<file path="config.mk">
export PLATFORM = sky130hd
export DESIGN_NAME = mips_multicycle_ctrl
export DESIGN_NICKNAME = d
export VERILOG_FILES = /design/src/rtl/mips_ctrl_pkg.sv /design/src/rtl/mips_alu_decoder.sv /design/src/rtl/mips_multicycle_ctrl.sv
export SDC_FILE = /design/constraint.sdc
export NUM_CORES = 1
export LEC_CHECK = 0
export ABC_AREA = 1
export BUFFER_PORTS_ARGS = -buffer_cell sky130_fd_sc_hd__buf_2
export CAP_MARGIN = 25
export CORE_MARGIN = 2
export CORE_UTILIZATION = 40
export DETAILED_ROUTE_END_ITERATION = 10
export MAX_ROUTING_LAYER = met4
export PLACE_DENSITY = 0.77
export RECOVER_POWER = 100
export SETUP_SLACK_MARGIN = 0.5
export SKIP_CTS_REPAIR_TIMING = 1
export SYNTH_ARGS = -nofsm -noshare
export SYNTH_HDL_FRONTEND = slang
export SYNTH_HIERARCHICAL = 1
export SYNTH_SLANG_ARGS = --single-unit
</file>
<file path="constraint.sdc">
create_clock -name clk -period 4.4 [get_ports clk]
set_clock_uncertainty 0.2 [all_clocks]
set_input_delay 0.44 -clock clk [delete_from_list [all_inputs] [get_ports clk]]
set_output_delay 0.44 -clock clk [all_outputs]
set_load 0.005 [all_outputs]
</file>
<file path="src/rtl/mips_ctrl_pkg.sv">
// Shared encodings for the multicycle MIPS control unit: FSM states, ALU operation
// classes, opcode/funct fields and ALUControl codes.
package mips_ctrl_pkg;

    typedef enum logic [3:0] {
        S_FETCH   = 4'd0,
        S_DECODE  = 4'd1,
        S_MEMADR  = 4'd2,
        S_MEMRD   = 4'd3,
        S_MEMWB   = 4'd4,
        S_MEMWR   = 4'd5,
        S_EXECUTE = 4'd6,
        S_ALUWB   = 4'd7,
        S_BRANCH  = 4'd8,
        S_ADDIEX  = 4'd9,
        S_ADDIWB  = 4'd10,
        S_JUMP    = 4'd11
    } state_t;

    typedef enum logic [1:0] {
        ALUOP_ADD   = 2'd0,
        ALUOP_SUB   = 2'd1,
        ALUOP_FUNCT = 2'd2
    } aluop_t;

    localparam logic [5:0] OP_RTYPE = 6'b000000;
    localparam logic [5:0] OP_LW    = 6'b100011;
    localparam logic [5:0] OP_SW    = 6'b101011;
    localparam logic [5:0] OP_BEQ   = 6'b000100;
    localparam logic [5:0] OP_ADDI  = 6'b001000;
    localparam logic [5:0] OP_J     = 6'b000010;

    localparam logic [5:0] FN_ADD = 6'b100000;
    localparam logic [5:0] FN_SUB = 6'b100010;
    localparam logic [5:0] FN_AND = 6'b100100;
    localparam logic [5:0] FN_OR  = 6'b100101;
    localparam logic [5:0] FN_SLT = 6'b101010;

    localparam logic [2:0] ALU_AND = 3'b000;
    localparam logic [2:0] ALU_OR  = 3'b001;
    localparam logic [2:0] ALU_ADD = 3'b010;
    localparam logic [2:0] ALU_SUB = 3'b110;
    localparam logic [2:0] ALU_SLT = 3'b111;

endpackage

</file>
<file path="src/rtl/mips_alu_decoder.sv">
// Maps the FSM's ALU operation class plus the instruction funct field to ALUControl.
module mips_alu_decoder
    import mips_ctrl_pkg::*;
(
    input  aluop_t      alu_op,
    input  logic [5:0]  funct,
    output logic [2:0]  alu_control
);

    always_comb begin
        alu_control = ALU_ADD;
        case (alu_op)
            ALUOP_ADD: alu_control = ALU_ADD;
            ALUOP_SUB: alu_control = ALU_SUB;
            ALUOP_FUNCT: begin
                case (funct)
                    FN_ADD:  alu_control = ALU_ADD;
                    FN_SUB:  alu_control = ALU_SUB;
                    FN_AND:  alu_control = ALU_AND;
                    FN_OR:   alu_control = ALU_OR;
                    FN_SLT:  alu_control = ALU_SLT;
                    default: alu_control = ALU_ADD;
                endcase
            end
            default: alu_control = ALU_ADD;
        endcase
    end

endmodule

</file>
<file path="src/rtl/mips_multicycle_ctrl.sv">
// Moore control FSM for the multicycle MIPS core; memory states wait on mem_ready and
// every output is forced low while reset_n is held.
module mips_multicycle_ctrl
    import mips_ctrl_pkg::*;
(
    input  logic        clk,
    input  logic        reset_n,
    input  logic [5:0]  Op,
    input  logic [5:0]  Funct,
    input  logic        Zero,
    input  logic        mem_ready,
    output logic        mem_req,
    output logic        IorD,
    output logic        MemWrite,
    output logic        IRWrite,
    output logic        RegDst,
    output logic        MemtoReg,
    output logic        RegWrite,
    output logic        ALUSrcA,
    output logic [1:0]  ALUSrcB,
    output logic [2:0]  ALUControl,
    output logic [1:0]  PCSrc,
    output logic        PCEn,
    output logic        illegal_op,
    output logic [3:0]  state
);

    state_t     state_q;
    aluop_t     alu_op;
    logic       alu_en;
    logic       pc_write;
    logic       branch;
    logic [2:0] alu_dec;

    always_ff @(posedge clk or negedge reset_n) begin
        if (!reset_n) begin
            state_q <= S_FETCH;
        end else begin
            case (state_q)
                S_FETCH:   if (mem_ready) state_q <= S_DECODE;
                S_DECODE: begin
                    case (Op)
                        OP_LW, OP_SW: state_q <= S_MEMADR;
                        OP_RTYPE:     state_q <= S_EXECUTE;
                        OP_BEQ:       state_q <= S_BRANCH;
                        OP_ADDI:      state_q <= S_ADDIEX;
                        OP_J:         state_q <= S_JUMP;
                        default:      state_q <= S_FETCH;
                    endcase
                end
                S_MEMADR:  state_q <= (Op == OP_SW) ? S_MEMWR : S_MEMRD;
                S_MEMRD:   if (mem_ready) state_q <= S_MEMWB;
                S_MEMWR:   if (mem_ready) state_q <= S_FETCH;
                S_EXECUTE: state_q <= S_ALUWB;
                S_ADDIEX:  state_q <= S_ADDIWB;
                default:   state_q <= S_FETCH;
            endcase
        end
    end

    always_comb begin
        mem_req    = 1'b0;
        IorD       = 1'b0;
        MemWrite   = 1'b0;
        IRWrite    = 1'b0;
        RegDst     = 1'b0;
        MemtoReg   = 1'b0;
        RegWrite   = 1'b0;
        ALUSrcA    = 1'b0;
        ALUSrcB    = 2'b00;
        PCSrc      = 2'b00;
        illegal_op = 1'b0;
        pc_write   = 1'b0;
        branch     = 1'b0;
        alu_en     = 1'b0;
        alu_op     = ALUOP_ADD;
        case (state_q)
            S_FETCH: begin
                // IR load and PC+4 commit only on the handshake cycle
                mem_req  = 1'b1;
                ALUSrcB  = 2'b01;
                alu_en   = 1'b1;
                IRWrite  = mem_ready;
                pc_write = mem_ready;
            end
            S_DECODE: begin
                ALUSrcB = 2'b11;
                alu_en  = 1'b1;
                case (Op)
                    OP_LW, OP_SW, OP_RTYPE, OP_BEQ, OP_ADDI, OP_J: illegal_op = 1'b0;
                    default:                                      illegal_op = 1'b1;
                endcase
            end
            S_MEMADR, S_ADDIEX: begin
                ALUSrcA = 1'b1;
                ALUSrcB = 2'b10;
                alu_en  = 1'b1;
            end
            S_MEMRD: begin
                mem_req = 1'b1;
                IorD    = 1'b1;
            end
            S_MEMWR: begin
                mem_req  = 1'b1;
                IorD     = 1'b1;
                MemWrite = 1'b1;
            end
            S_MEMWB: begin
                RegWrite = 1'b1;
                MemtoReg = 1'b1;
            end
            S_EXECUTE: begin
                ALUSrcA = 1'b1;
                alu_en  = 1'b1;
                alu_op  = ALUOP_FUNCT;
            end
            S_ALUWB: begin
                RegWrite = 1'b1;
                RegDst   = 1'b1;
            end
            S_ADDIWB: RegWrite = 1'b1;
            S_BRANCH: begin
                ALUSrcA = 1'b1;
                alu_en  = 1'b1;
                alu_op  = ALUOP_SUB;
                PCSrc   = 2'b01;
                branch  = 1'b1;
            end
            S_JUMP: begin
                PCSrc    = 2'b10;
                pc_write = 1'b1;
            end
            default: begin
                mem_req = 1'b0;
            end
        endcase
        // Reset overrides the decode so an in-flight access drops asynchronously
        if (!reset_n) begin
            mem_req    = 1'b0;
            IorD       = 1'b0;
            MemWrite   = 1'b0;
            IRWrite    = 1'b0;
            RegDst     = 1'b0;
            MemtoReg   = 1'b0;
            RegWrite   = 1'b0;
            ALUSrcA    = 1'b0;
            ALUSrcB    = 2'b00;
            PCSrc      = 2'b00;
            illegal_op = 1'b0;
            pc_write   = 1'b0;
            branch     = 1'b0;
            alu_en     = 1'b0;
        end
    end

    mips_alu_decoder u_alu_decoder (
        .alu_op      (alu_op),
        .funct       (Funct),
        .alu_control (alu_dec)
    );

    assign ALUControl = alu_en ? alu_dec : 3'b000;
    assign PCEn       = pc_write | (branch & Zero);
    assign state      = state_q;

endmodule

</file>
==> results.md <==
* Status: completed
* Crit path kind: in2out
* Synth Register Bits at 4
* Tcrit/Tclk final at 0.632
* CTS tree: built
* Initial cell density of the core at 0.427
* TritonCTS sink count at 4
* Placed Instance Area at 957 µm²
* Nets at 213
* Setup violators final at 0
* Clock latency on the worst-skew pair at 0.23 ns
* Reg area at 100 µm²
* Fill cells at 218
* Syn Inst Count at 153
* Setup tns final at 0 ns
* XOR/XNOR Fraction of Synth Area at 0
* Iteration-0 DRC Markers at 16
* Simple-gate share of the synthesized area at 0.629
* Antenna violations before repair at 0
* Cells along the critical path: dlygate4sd3_1, clkbuf_1, clkinv_1, nor2_1, a21oi_1, nand2_1, buf_2
* Die area at 2230 µm²
* Routability cong. at 0.880
* GR peak layer: met2
* Vias post-DR at 1010
* Post-Layout Cell Count at 218
* CP Depth at 7
* Final Instance Area at 958 µm²
* Delay-heaviest family, CP: buffers and inverters
* CP Max Fanout at 10
* Post-synthesis mux area share at 0
* Clock root buffer: clkbuf_4
* Crit path to: PCEn
* Final Hold Viols at 0
* Top-Level Pins at 37
* TritonCTS Buffers at 3
* Area grow syn2layout at 28.5%
* Met1 usage at 0.238
* Inserted Diodes at 0
* Total Routed Length at 1.93 mm
* Met3 Use GR at 0.0115
* First-pass GRT wire length at 3.09 mm
* Fin. max-slew vios at 0
* Total global routing overflow at 0
* Synth Area in Compound Gates at 0.0570
* Clock transition at path regs at 0.04 ns
* Hold/Removal Path Class: in2reg
* R2R Setup Slk at 2.86 ns
* Fmax at 0.360 GHz
* Post-DP HPWL at 1.70 mm
* Clock Tree Buf Depth at 2
* Placed cell count at 214
* Reg2Reg Launch Point: state[2]
* Largest family of logic cells by synthesized area: simple AND/OR/NAND/NOR gates
* Met2 Resource Use GR at 0.348
* Post-Syn Area at 746 µm²
* Dpl ws at 2.00 ns
* PwrDens at 398 nW/µm²
* Slew @ Worst Pin at 0.441 ns
* Largest register FFs at 4
* Crit path DAT at 2.14 ns
* RSZ-0062 raised after global routing: no
* Minimum clock period at 2.78 ns
* CP Launch Type: primary input
* Row count at 15
* Post-Synth Adder-Cell Area at 0.0336
* IO buf count at 36
* Max cap viols at 0
* Worst vdd ir at 0.269 mV
* Largest net degree at the start of global routing at 11
* Commonest non-fill, non-tap cell in the layout: nand2_1
* Worst Setup SP: reset_n
* Pre-Repair DR Iteration Count at 4
* Leakage power at 0.553 nW
* Synth warnings at 6
* Worst slew margin at 0.706
* Die W at 47.2 µm
* Final ANT Viol Nets at 0
* Core area at 1750 µm²
* Global Route Usage Sum at 0.193
* Worst setup EP type: output port
* Average wire per standard cell at 8.86 µm
* Footprint of the multi-input gates at 529 µm²
* Worst path bufs/invs at 4
* Syn Nets at 171
* Mean post-synth cell area at 4.87 µm²
* Share of layout cells above drive strength 1 at 0.166
* Seq/Total Area, Yosys at 0.134
* RR Endpoint: state[0]
* Worst path slowest cell: dlygate4sd3_1
* Commonest cells after routing, fill and taps aside: 49 x nand2_1, 36 x nor2_1, 22 x inv_1
* Die Height at 47.2 µm
* DRC viols at 0
* Vias/cell at 4.63
* Worst path max stage delay at 0.52 ns
* CTS HTree Levels at 1
* Synth cell types at 17
* Vias in the first global route at 824
* CP Data Required Time at 3.76 ns
* Reg2Reg Depth at 8
* Worst setup margin at 1.62 ns
cell usage after synthesis:
library cell  instances  area (µm²)
ha_1                  2        25.0
inv_2                 7        26.3
a31oi_1               2        12.5
nand4_1               2        12.5
nand3_2               1        10.0
nand2_1              49         184
or2_1                 1        6.26
inv_1                20        75.1
clkinv_1              2        7.51
dfrtp_1               4         100
a21oi_1               6        30.0
nor2_1               35         131
nor2_2                6        37.5
nor2_4                1        11.3
nor3_1                1        5.00
nand3_1              13        65.1
nand2_2               1        6.26
worst reg2reg max path, delay by kind of cell (launching register included):
kind / cells / cell delay (ns)
AND/OR/NAND/NOR: 6 / 0.69
flip-flops: 1 / 0.43
buffers and inverters: 2 / 0.14
power by group:
group,switching (mW),total (mW),internal [mW]
clock network,0.0136,0.0440,0.0304
logic,0.173,0.266,0.0928
registers,0.0215,0.0720,0.0505
total,0.208,0.382,0.174
layer usage:
layer  routed length [µm]  vias to the layer above
met5                    0                        -
met3                  106                        0
met4                    0                        0
li1                     -                      547
met2                  980                       24
met1                  843                      439
worst min path at each step:
stage	cells past startpoint	startpoint	slack (ns)	to
5_1_grt	4	mem_ready	0.37	state[1]
6_report	4	mem_ready	0.35	state[1]
4_1_cts	1	reset_n	-0.15	state[0]
2_1_floorplan	0	reset_n	-0.06	state[0]
3_3_place_gp	1	reset_n	0.09	state[0]
3_5_place_dp	1	reset_n	0.09	state[0]
per-stage QoR:
| stage | util | hold slack, ns | total power, mW |
|---|---|---|---|
| 4_1_cts | 0.561 | -0.151 | 0.400 |
| 5_1_grt | 0.549 | 0.372 | 0.434 |
| 3_5_place_dp | 0.548 | 0.0900 | 0.355 |
| 3_3_place_gp | 0.548 | 0.0922 | 0.346 |
| 2_1_floorplan | - | -0.0556 | 0.260 |
| 6_report | 0.549 | 0.347 | 0.382 |
logic make-up after synthesis:
kind of cell | count (synthesis)
AND/OR/NAND/NOR | 110
buffers and inverters | 29
AO/OA/AOI/OAI | 8
flip-flops | 4
adder cells (fa/ha/maj) | 2
area by class of cell:
type | count | share of cell area
inverter | 29 | 0.114
tap | 25 | 0.0326
clock buffer | 3 | 0.0235
multi-input combinational | 120 | 0.552
timing repair buffer | 37 | 0.174
sequential | 4 | 0.104
(Power assumes the default switching activity.)
